[config.mk]
export PLATFORM = sky130hd
export DESIGN_NAME = emergency_sequencer
export DESIGN_NICKNAME = d
export VERILOG_FILES = /design/src/rtl/emergency_sequencer.sv
export SDC_FILE = /design/constraint.sdc
export NUM_CORES = 1
export LEC_CHECK = 0
export BUFFER_PORTS_ARGS = -buffer_cell sky130_fd_sc_hd__buf_2
export CAP_MARGIN = 20
export CORE_MARGIN = 5
export CORE_UTILIZATION = 25
export CTS_CLUSTER_SIZE = 12
export DETAILED_ROUTE_END_ITERATION = 16
export PLACE_DENSITY = 0.53
export SLEW_MARGIN = 15
export SYNTH_ARGS = -nofsm -noshare
export SYNTH_HDL_FRONTEND = slang
export SYNTH_SLANG_ARGS = --single-unit
[constraint.sdc]
create_clock -name clk_i -period 1.9 [get_ports clk_i]
set_input_delay 0.19 -clock clk_i [delete_from_list [all_inputs] [get_ports clk_i]]
set_output_delay 0.19 -clock clk_i [all_outputs]
set_load 0.02 [all_outputs]
[src/rtl/emergency_sequencer.sv]
// Emergency sequencer: settles after arming, debounces warning/alert levels and
// latches valve/siren actions until acknowledged. Optional macro: EMERGENCY_EVENT_COUNT_EN.
module emergency_sequencer #(
  parameter int unsigned SETTLE_CYCLES   = 16,
  parameter int unsigned DEBOUNCE_CYCLES = 8
) (
  input  logic       clk_i,
  input  logic       rst_ni,
  input  logic       arm_i,
  input  logic       ack_i,
  input  logic       warning_i,
  input  logic       alert_i,
  output logic       emergency_control_valid_o,
  output logic       water_valve_close_o,
  output logic       gas_valve_close_o,
  output logic       buzzer_o,
  output logic       siren_o,
  output logic [2:0] state_o
`ifdef EMERGENCY_EVENT_COUNT_EN
 ,output logic [7:0] water_events_o,
  output logic [7:0] gas_events_o
`endif
);

  localparam int unsigned CNT_MAX = (SETTLE_CYCLES > DEBOUNCE_CYCLES) ? SETTLE_CYCLES : DEBOUNCE_CYCLES;
  localparam int unsigned CNT_W   = $clog2(CNT_MAX + 1);
  localparam logic [CNT_W-1:0] SETTLE_LAST = CNT_W'(SETTLE_CYCLES - 1);
  localparam logic [CNT_W-1:0] DB_DONE     = CNT_W'(DEBOUNCE_CYCLES);

  typedef enum logic [2:0] {
    ST_DISARMED   = 3'd0,
    ST_SETTLE     = 3'd1,
    ST_MONITOR    = 3'd2,
    ST_WATER_DB   = 3'd3,
    ST_GAS_DB     = 3'd4,
    ST_WATER_LOCK = 3'd5,
    ST_GAS_LOCK   = 3'd6
  } state_t;

  state_t           r_state;
  logic [CNT_W-1:0] r_cnt;
  logic             r_water_flag;
`ifdef EMERGENCY_EVENT_COUNT_EN
  logic [7:0]       r_water_events;
  logic [7:0]       r_gas_events;
`endif

  // A debounce state locks on the edge after its counter reaches DB_DONE, so the
  // lock appears DEBOUNCE_CYCLES+1 edges after the first high sample in MONITOR.
  always_ff @(posedge clk_i) begin
    if (!rst_ni) begin
      r_state      <= ST_DISARMED;
      r_cnt        <= '0;
      r_water_flag <= 1'b0;
`ifdef EMERGENCY_EVENT_COUNT_EN
      r_water_events <= '0;
      r_gas_events   <= '0;
`endif
    end else begin
      case (r_state)
        ST_DISARMED: begin
          if (arm_i) begin
            r_state <= ST_SETTLE;
            r_cnt   <= '0;
          end
        end
        ST_SETTLE: begin
          if (!arm_i)                   r_state <= ST_DISARMED;
          else if (r_cnt == SETTLE_LAST) r_state <= ST_MONITOR;
          else                          r_cnt   <= r_cnt + CNT_W'(1);
        end
        ST_MONITOR: begin
          if (!arm_i) begin
            r_state <= ST_DISARMED;
          end else if (alert_i) begin
            r_state <= ST_GAS_DB;
            r_cnt   <= '0;
          end else if (warning_i) begin
            r_state <= ST_WATER_DB;
            r_cnt   <= '0;
          end
        end
        ST_WATER_DB: begin
          if (!arm_i) begin
            r_state <= ST_DISARMED;
          end else if (alert_i) begin
            r_state <= ST_GAS_DB;
            r_cnt   <= '0;
          end else if (r_cnt == DB_DONE) begin
            r_state      <= ST_WATER_LOCK;
            r_water_flag <= 1'b1;
`ifdef EMERGENCY_EVENT_COUNT_EN
            if (r_water_events != 8'hFF) r_water_events <= r_water_events + 8'd1;
`endif
          end else if (warning_i) begin
            r_cnt <= r_cnt + CNT_W'(1);
          end else begin
            r_state <= ST_MONITOR;
          end
        end
        ST_GAS_DB: begin
          if (!arm_i) begin
            r_state <= ST_DISARMED;
          end else if (r_cnt == DB_DONE) begin
            r_state <= ST_GAS_LOCK;
`ifdef EMERGENCY_EVENT_COUNT_EN
            if (r_gas_events != 8'hFF) r_gas_events <= r_gas_events + 8'd1;
`endif
          end else if (alert_i) begin
            r_cnt <= r_cnt + CNT_W'(1);
          end else begin
            r_state <= ST_MONITOR;
          end
        end
        ST_WATER_LOCK: begin
          if (alert_i) begin
            r_state <= ST_GAS_DB;
            r_cnt   <= '0;
          end else if (ack_i) begin
            r_state      <= ST_MONITOR;
            r_water_flag <= 1'b0;
          end
        end
        ST_GAS_LOCK: begin
          if (ack_i) begin
            r_state      <= ST_SETTLE;
            r_cnt        <= '0;
            r_water_flag <= 1'b0;
          end
        end
        default: begin
          r_state <= ST_DISARMED;
          r_cnt   <= '0;
        end
      endcase
    end
  end

  assign state_o                   = r_state;
  assign emergency_control_valid_o = (r_state == ST_MONITOR)  || (r_state == ST_WATER_DB) ||
                                     (r_state == ST_GAS_DB)   || (r_state == ST_WATER_LOCK);
  assign water_valve_close_o       = r_water_flag;
  assign gas_valve_close_o         = (r_state == ST_GAS_LOCK);
  assign siren_o                   = (r_state == ST_GAS_LOCK);
  assign buzzer_o                  = (r_state == ST_WATER_LOCK);
`ifdef EMERGENCY_EVENT_COUNT_EN
  assign water_events_o            = r_water_events;
  assign gas_events_o              = r_gas_events;
`endif

endmodule
==> run summary <==
status = complete, but fails checks
failing checks = negative setup slack
port bufs = 13
first-pass GRT wire length = 4220 um
Final Hold Viols = 0
Worst Skew = 0.00167 ns
relative slew slack = 72.1%
minimum hold slack = 0.246 ns
gr ovfl total = 0
PD cells = 784 mW/mm^2
Rows = 20
Longest Clk Path Bufs = 2
core area = 0.00303 sq mm
final-report setup violation count = 3
post-layout min period = 1.95 ns
Clk Tree Root Cell = clkbuf_4
Clk pin slew, worst setup/hold paths = 0.06 ns
critical path endpoint category = flop
Fill cells = 327
Setup CP Type = flop to flop
Final Routed Wirelength = 2540 um
initial antenna violation count = 0
Critical Path AT = 2.14 ns
Final ANT Viol Nets = 0
Cell variety after synth = 38
most frequent cells in the layout = 13 x buf_2, 13 x buf_4, 9 x a21oi_1
GR Util All Layers = 12.3%
Initial DRC Count = 65
DRC Markers = 0
die area = 0.00437 sq mm
n_diodes = 0
CTS tree = done
Synth-to-Final Area Change = 48.5%
Critical Path RT = 2.09 ns
Max Fclk = 0.512 GHz
CTS sink count = 9
Synth Register Bits = 9
Post-Syn Area = 787 sq um
first-pass iteration count of the detailed router = 4
Slew @ Worst Pin = 0.417 ns
Critical Path Start Type = flop
Die W = 66.1 um
later-pin clock latency in the skew report = 0.27 ns
storage element area = 186 sq um
num ports = 14
Final WS setup = -0.0518 ns
VDD IR-drop max = 0.000302 V
RSZ-0062 raised after global routing = yes
Vias/cell = 5.26
vias in the first global route = 928
Routability Congestion = 0.821
fin. max-slew vios = 0
Post-Syn Nets = 111
DP Wirelength = 1720 um
Yosys top cell by area = dfxtp_1
DR vias = 910
sequential fraction of the synthesis area = 22.9%
synthesized area per cell = 7.72 sq um
initial core utilization = 26.0%
postcts setup bufs = 0
Mapped Cells = 102
cts bufs inserted = 3
fin cells = 173
H-tree Lvls = 1
YS warnings = 0
worst hold path class = input port to flop
Crit Path Max Fanout = 5
period utilisation layout = 103%
largest net degree at the start of global routing = 14
Die Y = 66.1 um
MaxCap Viol Count = 0
Pleak = 0.426 nW
overall power = 0.000916 W
share of the synthesized area in the top cell type = 22.9%
# hold bufs at CTS = 0
cell count after placement = 168
# nets final = 139
layout cells sized above 1 = 42.6%
ranking of synthesized cells by area = dfxtp_1 23%, nand2b_1 7.2%, a21oi_1 7.0%
multi-input logic area = 704 sq um
drt wl/cell = 14.7 um
final cells by class:
class | count | area share [%]
clock buffers | 4 | 2.25
inverters | 6 | 1.93
multi-input cells | 83 | 60.3
flip-flops and latches | 9 | 16.0
well taps | 44 | 4.71
repair buffers | 27 | 14.9
where the power goes:
| part | leakage (nW) | internal (W) | switching (W) |
|---|---|---|---|
| sequential | 0.0751 | 0.000218 | 0.0000588 |
| clock | 0.0150 | 0.0000813 | 0.0000716 |
| combinational | 0.336 | 0.000221 | 0.000266 |
metrics by stage:
step / setup TNS [ns] / util, % / area (sq um) / setup slack (ns)
floorplan: 0 / - / 793 / 0.00215
global placement: -0.0480 / 32.6 / 986 / -0.0166
detailed placement: -0.211 / 32.6 / 986 / -0.0605
CTS: -0.159 / 35.8 / 1080 / -0.0509
global route: -0.449 / 38.6 / 1170 / -0.0987
finish: -0.111 / 38.6 / 1170 / -0.0518
per-layer routing:
layer,wire (um),up-vias,track usage (%)
met5,0,-,0
met4,27,0,4.06
met3,148,2,2.72
met2,1230,25,21.2
met1,1140,437,14.9
li1,-,446,-
final timing paths:
check                           depth (start not counted)                  end                 from  slack, ns
worst max-delay path                                    8             r_cnt[0]             r_cnt[0]      -0.05
worst min-delay path                                    3           state_o[0]               rst_ni       0.25
worst max register to register                          8             r_cnt[0]             r_cnt[0]      -0.05
worst min register to register                          2  water_valve_close_o  water_valve_close_o       0.51
logic make-up after synthesis:
family	Yosys count	synth area share, %
flip-flops	9	22.9
AO/OA/AOI/OAI	36	31.8
multiplexers	1	1.27
buffers and inverters	11	6.99
XOR/XNOR	1	1.11
AND/OR/NAND/NOR	41	31.2
adder cells (fa/ha/maj)	3	4.77
state kept, by name, summed over array words and instances (netlist names):
register	count
r_cnt	5
state_o	3
water_valve_close_o	1
critical path: stages, from the launching register on:
cell and delay (ns):
dfxtp_2 0.33, ha_4 0.15, and3_4 0.18, ha_4 0.15, nand2b_4 0.14, a21oi_4 0.17
a311oi_4 0.08, or4_1 0.53, a21oi_1 0.14
cells in the mapped netlist:
cell type,count
a211oi_1,1
a21oi_1,11
a21oi_2,1
a2bb2oi_1,1
a311oi_2,1
a31oi_1,1
a32oi_1,2
and3_1,1
and3b_1,1
buf_2,2
buf_4,3
dfxtp_1,9
ha_1,3
inv_1,6
mux2i_1,1
nand2_1,5
nand2b_1,9
nand3_1,1
nand3b_1,2
nand4bb_1,1
nor2_1,5
nor2b_1,3
nor3_1,5
nor3b_1,1
nor4bb_1,1
o211ai_1,1
o21a_1,2
o21ai_0,7
o221ai_2,1
o311ai_0,2
o31ai_1,2
o32ai_1,1
o41ai_1,2
or2_0,1
or3_1,2
or4_1,2
or4b_1,1
xnor2_1,1
timing repair:
action	4_1_cts	5_1_grt
cloned	1	0
endpoints found under the hold margin	0	0
gates resized for setup	10	17
pin swaps	5	7
endpoints found under the setup margin	4	7
Power figures use the tool's default switching activity.
